$ cat src/rtl/cpu_datapath.sv
// Accumulator datapath (PC, MAR, MBR, IR, BR, ACC, ALU) steered by a 32-bit microcode word.
// Optional single-cycle unsigned divide on C16 when CPU_DATAPATH_DIV_EN is defined.
module cpu_datapath #(
    parameter int          DATA_W   = 16,
    parameter int          ADDR_W   = 8,
    parameter int unsigned RESET_PC = 0
) (
    input  logic              clk,
    input  logic              rst_n,
    input  logic [31:0]       ctrl,
    input  logic [DATA_W-1:0] mem_rdata,
    output logic [ADDR_W-1:0] mem_addr,
    output logic [DATA_W-1:0] mem_wdata,
    output logic              mem_we,
    output logic [15:0]       ir_out,
    output logic [3:0]        alu_flags,
    output logic [DATA_W-1:0] acc_out,
    output logic [ADDR_W-1:0] pc_out
);

    logic [ADDR_W-1:0] pc_q, pc_d;
    logic [ADDR_W-1:0] mar_q, mar_d;
    logic [DATA_W-1:0] mbr_q, mbr_d;
    logic [15:0]       ir_q, ir_d;
    logic [DATA_W-1:0] br_q, br_d;
    logic [DATA_W-1:0] acc_q, acc_d;
    logic [3:0]        flags_q, flags_d;

    logic [DATA_W:0]     sum;
    logic [DATA_W:0]     diff;
    logic [2*DATA_W-1:0] prod;
    logic [DATA_W-1:0]   res;
    logic                cf;
    logic                of;
    logic                acc_wr;

    always_comb begin
        mbr_d = mbr_q;
        if (ctrl[12])
            mbr_d = acc_q;
        else if (ctrl[3])
            mbr_d = mem_rdata;

        ir_d = ctrl[4] ? mbr_q : ir_q;

        mar_d = mar_q;
        if (ctrl[10])
            mar_d = pc_q;
        else if (ctrl[5])
            mar_d = mbr_q[ADDR_W-1:0];

        pc_d = pc_q;
        if (ctrl[14])
            pc_d = mbr_q[ADDR_W-1:0];
        else if (ctrl[6])
            pc_d = pc_q + 1'b1;

        br_d = ctrl[7] ? mbr_q : br_q;
    end

    always_comb begin
        sum    = {1'b0, acc_q} + {1'b0, br_q};
        diff   = {1'b0, acc_q} - {1'b0, br_q};
        prod   = {{DATA_W{1'b0}}, acc_q} * {{DATA_W{1'b0}}, br_q};
        res    = acc_q;
        cf     = 1'b0;
        of     = 1'b0;
        acc_wr = 1'b1;
        if (ctrl[8]) begin
            res = '0;
        end else if (ctrl[9]) begin
            res = sum[DATA_W-1:0];
            cf  = sum[DATA_W];
            of  = (acc_q[DATA_W-1] == br_q[DATA_W-1]) && (sum[DATA_W-1] != acc_q[DATA_W-1]);
        end else if (ctrl[13]) begin
            res = diff[DATA_W-1:0];
            cf  = diff[DATA_W];
            of  = (acc_q[DATA_W-1] != br_q[DATA_W-1]) && (diff[DATA_W-1] != acc_q[DATA_W-1]);
        end else if (ctrl[15]) begin
            res = prod[DATA_W-1:0];
            of  = |prod[2*DATA_W-1:DATA_W];
`ifdef CPU_DATAPATH_DIV_EN
        end else if (ctrl[16]) begin
            // Divide by zero saturates to all-ones and raises OF
            if (br_q == '0) begin
                res = '1;
                of  = 1'b1;
            end else begin
                res = acc_q / br_q;
            end
`endif
        end else if (ctrl[17]) begin
            res = acc_q << br_q[4:0];
        end else if (ctrl[18]) begin
            res = acc_q >> br_q[4:0];
        end else if (ctrl[19]) begin
            res = acc_q & br_q;
        end else if (ctrl[20]) begin
            res = acc_q | br_q;
        end else if (ctrl[21]) begin
            res = ~br_q;
        end else begin
            acc_wr = 1'b0;
        end

        acc_d   = acc_wr ? res : acc_q;
        flags_d = acc_wr ? {res == '0, cf, of, res[DATA_W-1]} : flags_q;
    end

    always_ff @(posedge clk or negedge rst_n) begin
        if (!rst_n) begin
            pc_q    <= ADDR_W'(RESET_PC);
            mar_q   <= '0;
            mbr_q   <= '0;
            ir_q    <= '0;
            br_q    <= '0;
            acc_q   <= '0;
            flags_q <= '0;
        end else begin
            pc_q    <= pc_d;
            mar_q   <= mar_d;
            mbr_q   <= mbr_d;
            ir_q    <= ir_d;
            br_q    <= br_d;
            acc_q   <= acc_d;
            flags_q <= flags_d;
        end
    end

    // Gated by reset so an in-flight write is dropped the moment reset asserts
    assign mem_we    = ctrl[11] & rst_n;
    assign mem_addr  = mar_q;
    assign mem_wdata = mbr_q;
    assign ir_out    = ir_q;
    assign alu_flags = flags_q;
    assign acc_out   = acc_q;
    assign pc_out    = pc_q;

    logic unused_ctrl;
`ifdef CPU_DATAPATH_DIV_EN
    assign unused_ctrl = ^{ctrl[31:22], ctrl[2:0]};
`else
    assign unused_ctrl = ^{ctrl[31:22], ctrl[16], ctrl[2:0]};
`endif

endmodule
$ cat config.mk
export PLATFORM = sky130hd
export DESIGN_NAME = cpu_datapath
export DESIGN_NICKNAME = d
export VERILOG_FILES = /design/src/rtl/cpu_datapath.sv
export SDC_FILE = /design/constraint.sdc
export NUM_CORES = 1
export LEC_CHECK = 0
export BUFFER_PORTS_ARGS = -buffer_cell sky130_fd_sc_hd__buf_2
export CORE_MARGIN = 2
export CORE_UTILIZATION = 30
export DETAILED_ROUTE_END_ITERATION = 8
export PLACE_DENSITY_LB_ADDON = 0.15
export REMOVE_ABC_BUFFERS = 1
export SYNTH_ARGS = -nofsm -noshare
export SYNTH_HDL_FRONTEND = slang
export SYNTH_SLANG_ARGS = --single-unit
$ cat constraint.sdc
create_clock -name clk -period 14.5 [get_ports clk]
set_input_delay 0.725 -clock clk [delete_from_list [all_inputs] [get_ports clk]]
set_output_delay 0.725 -clock clk [all_outputs]
set_load 0.01 [all_outputs]
Yosys cells after proc, flatten, opt, wreduce, memory -nomap -nowiden

Index checks and enable logic that the tools add are counted.

Multiplexer cells: 31
Multiply operators: 1
Bitwise logic cells: 4
Equal/unequal tests: 4
Shift operators: 2
Reductions and logical operators: 7
Add/sub/neg operators: 3

Operators with widths:

| operator                                                       | number |
|---|---|
| 16-bit two-way mux                                             | 11 |
| 16-bit by 16-bit multiplier with 32-bit output                 | 1 |
| 8-bit two-way mux                                              | 4 |
| 16-bit by 16-bit adder with 17-bit output                      | 1 |
| 16-bit by 16-bit subtractor with 17-bit output                 | 1 |
| 16-bit bitwise AND                                             | 1 |
| 16-bit zero test                                               | 1 |
| 1-bit two-way mux                                              | 16 |
| 16-bit NOT                                                     | 1 |
| 16-bit bitwise OR                                              | 1 |
| 16-bit OR reduction                                            | 1 |
| 16-bit by 5-bit left shift with 16-bit output                  | 1 |
| 16-bit by 5-bit >> shifter with 16-bit output                  | 1 |
| 8-bit by 1-bit adder with 8-bit output (second input constant) | 1 |
| 2-bit nonzero test                                             | 3 |
| 1-bit != test                                                  | 3 |
| 1-bit logical AND                                              | 2 |
| 1-bit bitwise AND                                              | 1 |
| 1-bit equality test                                            | 1 |

Output and inout bits: 69
Logic and storage cells: 59
Register bits after elaboration: 84

Depth between registers and ports, before layout

Depth in word-level cells: 11
Mapped depth: 28
Depth with buffers taken out: 25

Worst setup path before layout

OpenSTA, ideal clock, no wires.

Kind: register to register
From: reg br_q[1]
To: reg flags_q[1], in the netlist alu_flags[1]
Period minus slack after synthesis: 7335 ps
Buffers on the path: 5
Cell stages (with the launch flop): 27
Setup time: 127 ps
Data required time: 14373 ps
Arrival: 7208 ps
Setup slack: 7165 ps
Path through: dfrtp_1 > buf_4 > buf_2 > buf_1 > buf_2 > clkbuf_1 > nand2_1 > fa_1 > fa_1 > inv_1 > fa_1 > fa_1 > fa_1 > inv_1 > fa_1 > inv_1 > ha_1 > a211oi_1 > nor2_1 > o311ai_0 > o211ai_1 > a41oi_1 > xnor2_1 > nor4_1 > o2111ai_1 > o31ai_1 > a21oi_1

Cells in the longest elaborated chain, start to end: 6
Elaborated cells on any way between the ends: 12
Those cells by class: add/sub: 2; mul: 1; eq/ne: 2; mux: 4; reduce/logical: 3

Ends and longest elaborated chain:

| element                                                                                                                 | line   | text |
|---|---|---|
| start: declaration                                                                                                      | 25     | `logic [DATA_W-1:0] br_q, br_d;` |
| start signal: assignment                                                                                                | 124    | `br_q <= br_d;` |
| 16-bit by 16-bit multiplier with 32-bit output / 16-bit by 16-bit subtractor with 17-bit output (equally long branches) | 64, 63 |  |
| 16-bit OR reduction / 1-bit != test (equally long branches)                                                             | 81, 78 |  |
| 1-bit two-way mux / 1-bit logical AND (equally long branches)                                                           | 79, 78 |  |
| 1-bit two-way mux                                                                                                       | 75     | `end else if (ctrl[13]) begin` |
| 1-bit two-way mux (*)                                                                                                   | 71     | `end else if (ctrl[9]) begin` |
| 1-bit two-way mux (*)                                                                                                   | 69     | `if (ctrl[8]) begin` |
| end signal: assignment                                                                                                  | 126    | `flags_q <= flags_d;` |
| end: declaration                                                                                                        | 27     | `logic [3:0] flags_q, flags_d;` |

Every way passes the cells marked *; elsewhere a longest branch is shown, timed or not.
A chain may end at the register's enable or synchronous reset.

Final worst setup path

From: reg acc_q[8], in the netlist acc_out[8]
To: reg flags_q[1], in the netlist alu_flags[1]

Cells in the longest elaborated chain, start to end: 6
Elaborated cells on any way between the ends: 12
Those cells by class: add/sub: 2; mul: 1; eq/ne: 2; mux: 4; reduce/logical: 3

Ends and longest elaborated chain:

| element                                                                                                                 | line   | text |
|---|---|---|
| start: declaration                                                                                                      | 26     | `logic [DATA_W-1:0] acc_q, acc_d;` |
| start signal: assignment                                                                                                | 117    | `acc_q <= '0;` |
| start signal: assignment                                                                                                | 125    | `acc_q <= acc_d;` |
| 16-bit by 16-bit multiplier with 32-bit output / 16-bit by 16-bit subtractor with 17-bit output (equally long branches) | 64, 63 |  |
| 16-bit OR reduction / 1-bit != test (equally long branches)                                                             | 81, 78 |  |
| 1-bit two-way mux / 1-bit logical AND (equally long branches)                                                           | 79, 78 |  |
| 1-bit two-way mux                                                                                                       | 75     |  |
| 1-bit two-way mux (*)                                                                                                   | 71     |  |
| 1-bit two-way mux (*)                                                                                                   | 69     |  |

Marked as above.

==> out/metrics.cfg <==
[sta]
setup_tns_ns=0
setup_violations=0
fin_crit_sh=0.554
slew_violations=0
min_period_ns=8.03
fmax_mhz=125
rsz0062_at_grt=no
slew_headroom=0.296
hold_violations=0
worst_slew_pin_slew_ns=1.03
clock_skew_ns=0.0128
timing.hold.ws_ns=0.205

[setup_path]
cp-start-kind=register
r2r-end=alu_flags[1]
slowest_delay_ns=0.60
cp_common_cell=fa_1
crit_start=acc_out[8]
cp.depth=24
critPathRequiredTime_ns=14.72
cp_top_family=adder cells
crit_path_end=alu_flags[1]
crit_path_end_kind=register
crit_arrival_ns=8.25
worstSetupPathType=reg2reg
reg2reg_setup_slack_ns=6.47
cp_slowest_cell=clkinv_1
cp_max_fo=23
critical_path.cell_chain=buf_4 -> clkinv_1 -> nor2_1 -> fa_1 -> inv_1 -> fa_1 -> inv_1 -> fa_1 -> fa_1 -> fa_1 -> inv_1 -> fa_1 -> inv_1 -> ha_1 -> nand3_1 -> nor3b_1 -> o311ai_0 -> o211ai_1 -> a41oi_1 -> xnor2_1 -> nor4_1 -> o2111ai_1 -> o31ai_1 -> a21oi_1
ff2ff_path_depth=24
r2r_start=acc_out[8]
worst-path-buf-inv=6

[route]
drtIter0Drc=1237
vias=14400
routed_wl_um=60700
ant_nets=0
drtPass1Iterations=5
wl_per_cell_um=23.0
route.detailed.drc=0
viasPerCell=5.45

[layout]
nets=2347
drive_above_1_share=0.106
area.growth.synth_to_final_pct=9.23
antenna_cells=0
layout.cells.most_common_list=256 x nand2_1, 247 x inv_1, 196 x fa_1
final_cells=2640
nFillCells=5609
final_area_sq_um=17400
final_common_cell=nand2_1

[logic_synthesis]
synth_cell_types=77
synth_edf_count=0
ys.flop_type=dfrtp_1
synth_area_per_cell_sq_um=8.32
yosysWarnings=0
syn-instance-count=1911
ys_seq_area_frac=0.131
syn-cell-area_sq_um=15900
ys_seq_elements=83
synthArstFlopShare=1.00

[floorplanning]
start_util=0.303
dieWidth_um=234
std_cell_rows=84
coreArea_sq_um=52400
die_area_sq_um=54800
pin_count=119
die_h_um=234

[hold_path]
hold_path_class=in2async

[place]
portBuffers=104
dp.cells=2624
placed_area_sq_um=17100
dp_hpwl_um=45800
finalWeightedCongestion=0.924

[outcome]
outcome=complete, no violations

[pwr]
p_leak_nw=7.87
totalPowerFinal_w=0.00423
power_density_nw_per_um2=244
irDropWorstVdd_uv=190

[clock_tree]
cts-resized-gates=0
cts_sinks=83
cts_max_level=3
clkTransAtPathRegs_ns=0.07
hold_buffers=0
insertion_delay_ns=0.35
post_cts_buffers=0
numCtsBuffers=9
cts_max_path_buffers=2
cts_tree=built
ctsRootBufferMaster=clkbuf_16

[global_route]
antenna_found_initial=2
grt_pass1_wl_um=91400
grt_max_degree=75
grt_overflow=0
first_global_vias=14300
grtUsageTotal=0.223

[flow_run]
max-cap-violations=0

[worst min path at each step]
stage | start | to | slack, ns | depth (start not counted)
6_report | rst_n | br_q[1] | 0.20 | 1
5_1_grt | rst_n | acc_out[2] | 0.19 | 1
4_1_cts | rst_n | acc_out[2] | 0.19 | 1
3_5_place_dp | alu_flags[3] | alu_flags[3] | 0.47 | 2
3_3_place_gp | alu_flags[3] | alu_flags[3] | 0.46 | 2
2_1_floorplan | rst_n | acc_out[0] | 0.43 | 0
[per-stage QoR]
stage	worst slack [ns]	utilization
after CTS	6.41	0.331
after global placement	6.52	0.325
final	6.47	0.331
after floorplan	7.56	-
after detailed placement	6.43	0.325
after global routing	5.99	0.331
[power by group]
group	total, W	internal, W	switching, W	leakage, nW
Sequential	0.000393	0.000294	0.0000990	1.06
Combinational	0.00361	0.00129	0.00231	6.66
Clock	0.000233	0.000122	0.000110	0.145
[per-layer routing]
metal  track usage  part of all wire  up-vias
met3        0.0351             0.069       90
li1              -                 -     6453
met1         0.324              0.46     7261
met4        0.0645             0.026        2
met5             0           0.00021        -
met2         0.342              0.45      570
[flip-flops by register name (all words and copies together), names as in the netlist]
name / cells
ir_out: 16
alu_flags: 4
mem_addr: 8
acc_out: 15
pc_out: 8
mem_wdata: 16
br_q: 16
[kinds of logic (layout without fill, tap and decap cells)]
kind of cell / count (synthesis) / count (layout) / share of synthesized area
and+or+nand+nor: 594 / 594 / 0.161
adders and majority gates: 350 / 350 / 0.368
DFF: 83 / 83 / 0.131
buffers and inverters: 374 / 415 / 0.0900
AOI/OAI and AO/OA: 382 / 382 / 0.159
xor gates and xnor gates: 41 / 41 / 0.0226
muxes: 87 / 87 / 0.0681
[cells in the mapped netlist, types with 10 or more instances]
| cell type | instances | area share |
|---|---|---|
| a211oi_1 | 22 | 0.010 |
| a21o_1 | 20 | 0.0094 |
| a21oi_1 | 76 | 0.024 |
| a221oi_1 | 11 | 0.0061 |
| a31oi_1 | 21 | 0.0083 |
| buf_1 | 15 | 0.0035 |
| clkbuf_1 | 81 | 0.019 |
| clkinv_1 | 18 | 0.0043 |
| dfrtp_1 | 83 | 0.13 |
| fa_1 | 196 | 0.25 |
| ha_1 | 154 | 0.12 |
| inv_1 | 247 | 0.058 |
| mux2_2 | 29 | 0.021 |
| mux2i_1 | 44 | 0.028 |
| mux4_2 | 14 | 0.020 |
| nand2_1 | 256 | 0.060 |
| nand2b_1 | 19 | 0.0075 |
| nand3_1 | 27 | 0.0085 |
| nor2_1 | 191 | 0.045 |
| nor2b_1 | 14 | 0.0055 |
| nor3_1 | 26 | 0.0082 |
| o2111ai_1 | 10 | 0.0055 |
| o211ai_1 | 18 | 0.0085 |
| o21ai_0 | 103 | 0.032 |
| o31ai_1 | 11 | 0.0052 |
| or3_1 | 10 | 0.0039 |
| xnor2_1 | 24 | 0.013 |
| xor2_1 | 17 | 0.0094 |
[layout make-up]
| type | count | area [sq um] | area share |
|---|---|---|---|
| sequential | 83 | 2080 | 0.120 |
| clock inverter | 7 | 75.1 | 0.00432 |
| timing repair buffer | 132 | 733 | 0.0422 |
| inverter | 267 | 1000 | 0.0577 |
| tap | 688 | 861 | 0.0496 |
| clock buffer | 9 | 225 | 0.0130 |
| multi-input combinational | 1454 | 12400 | 0.713 |
Note: power is estimated with default switching activity, not from simulation.
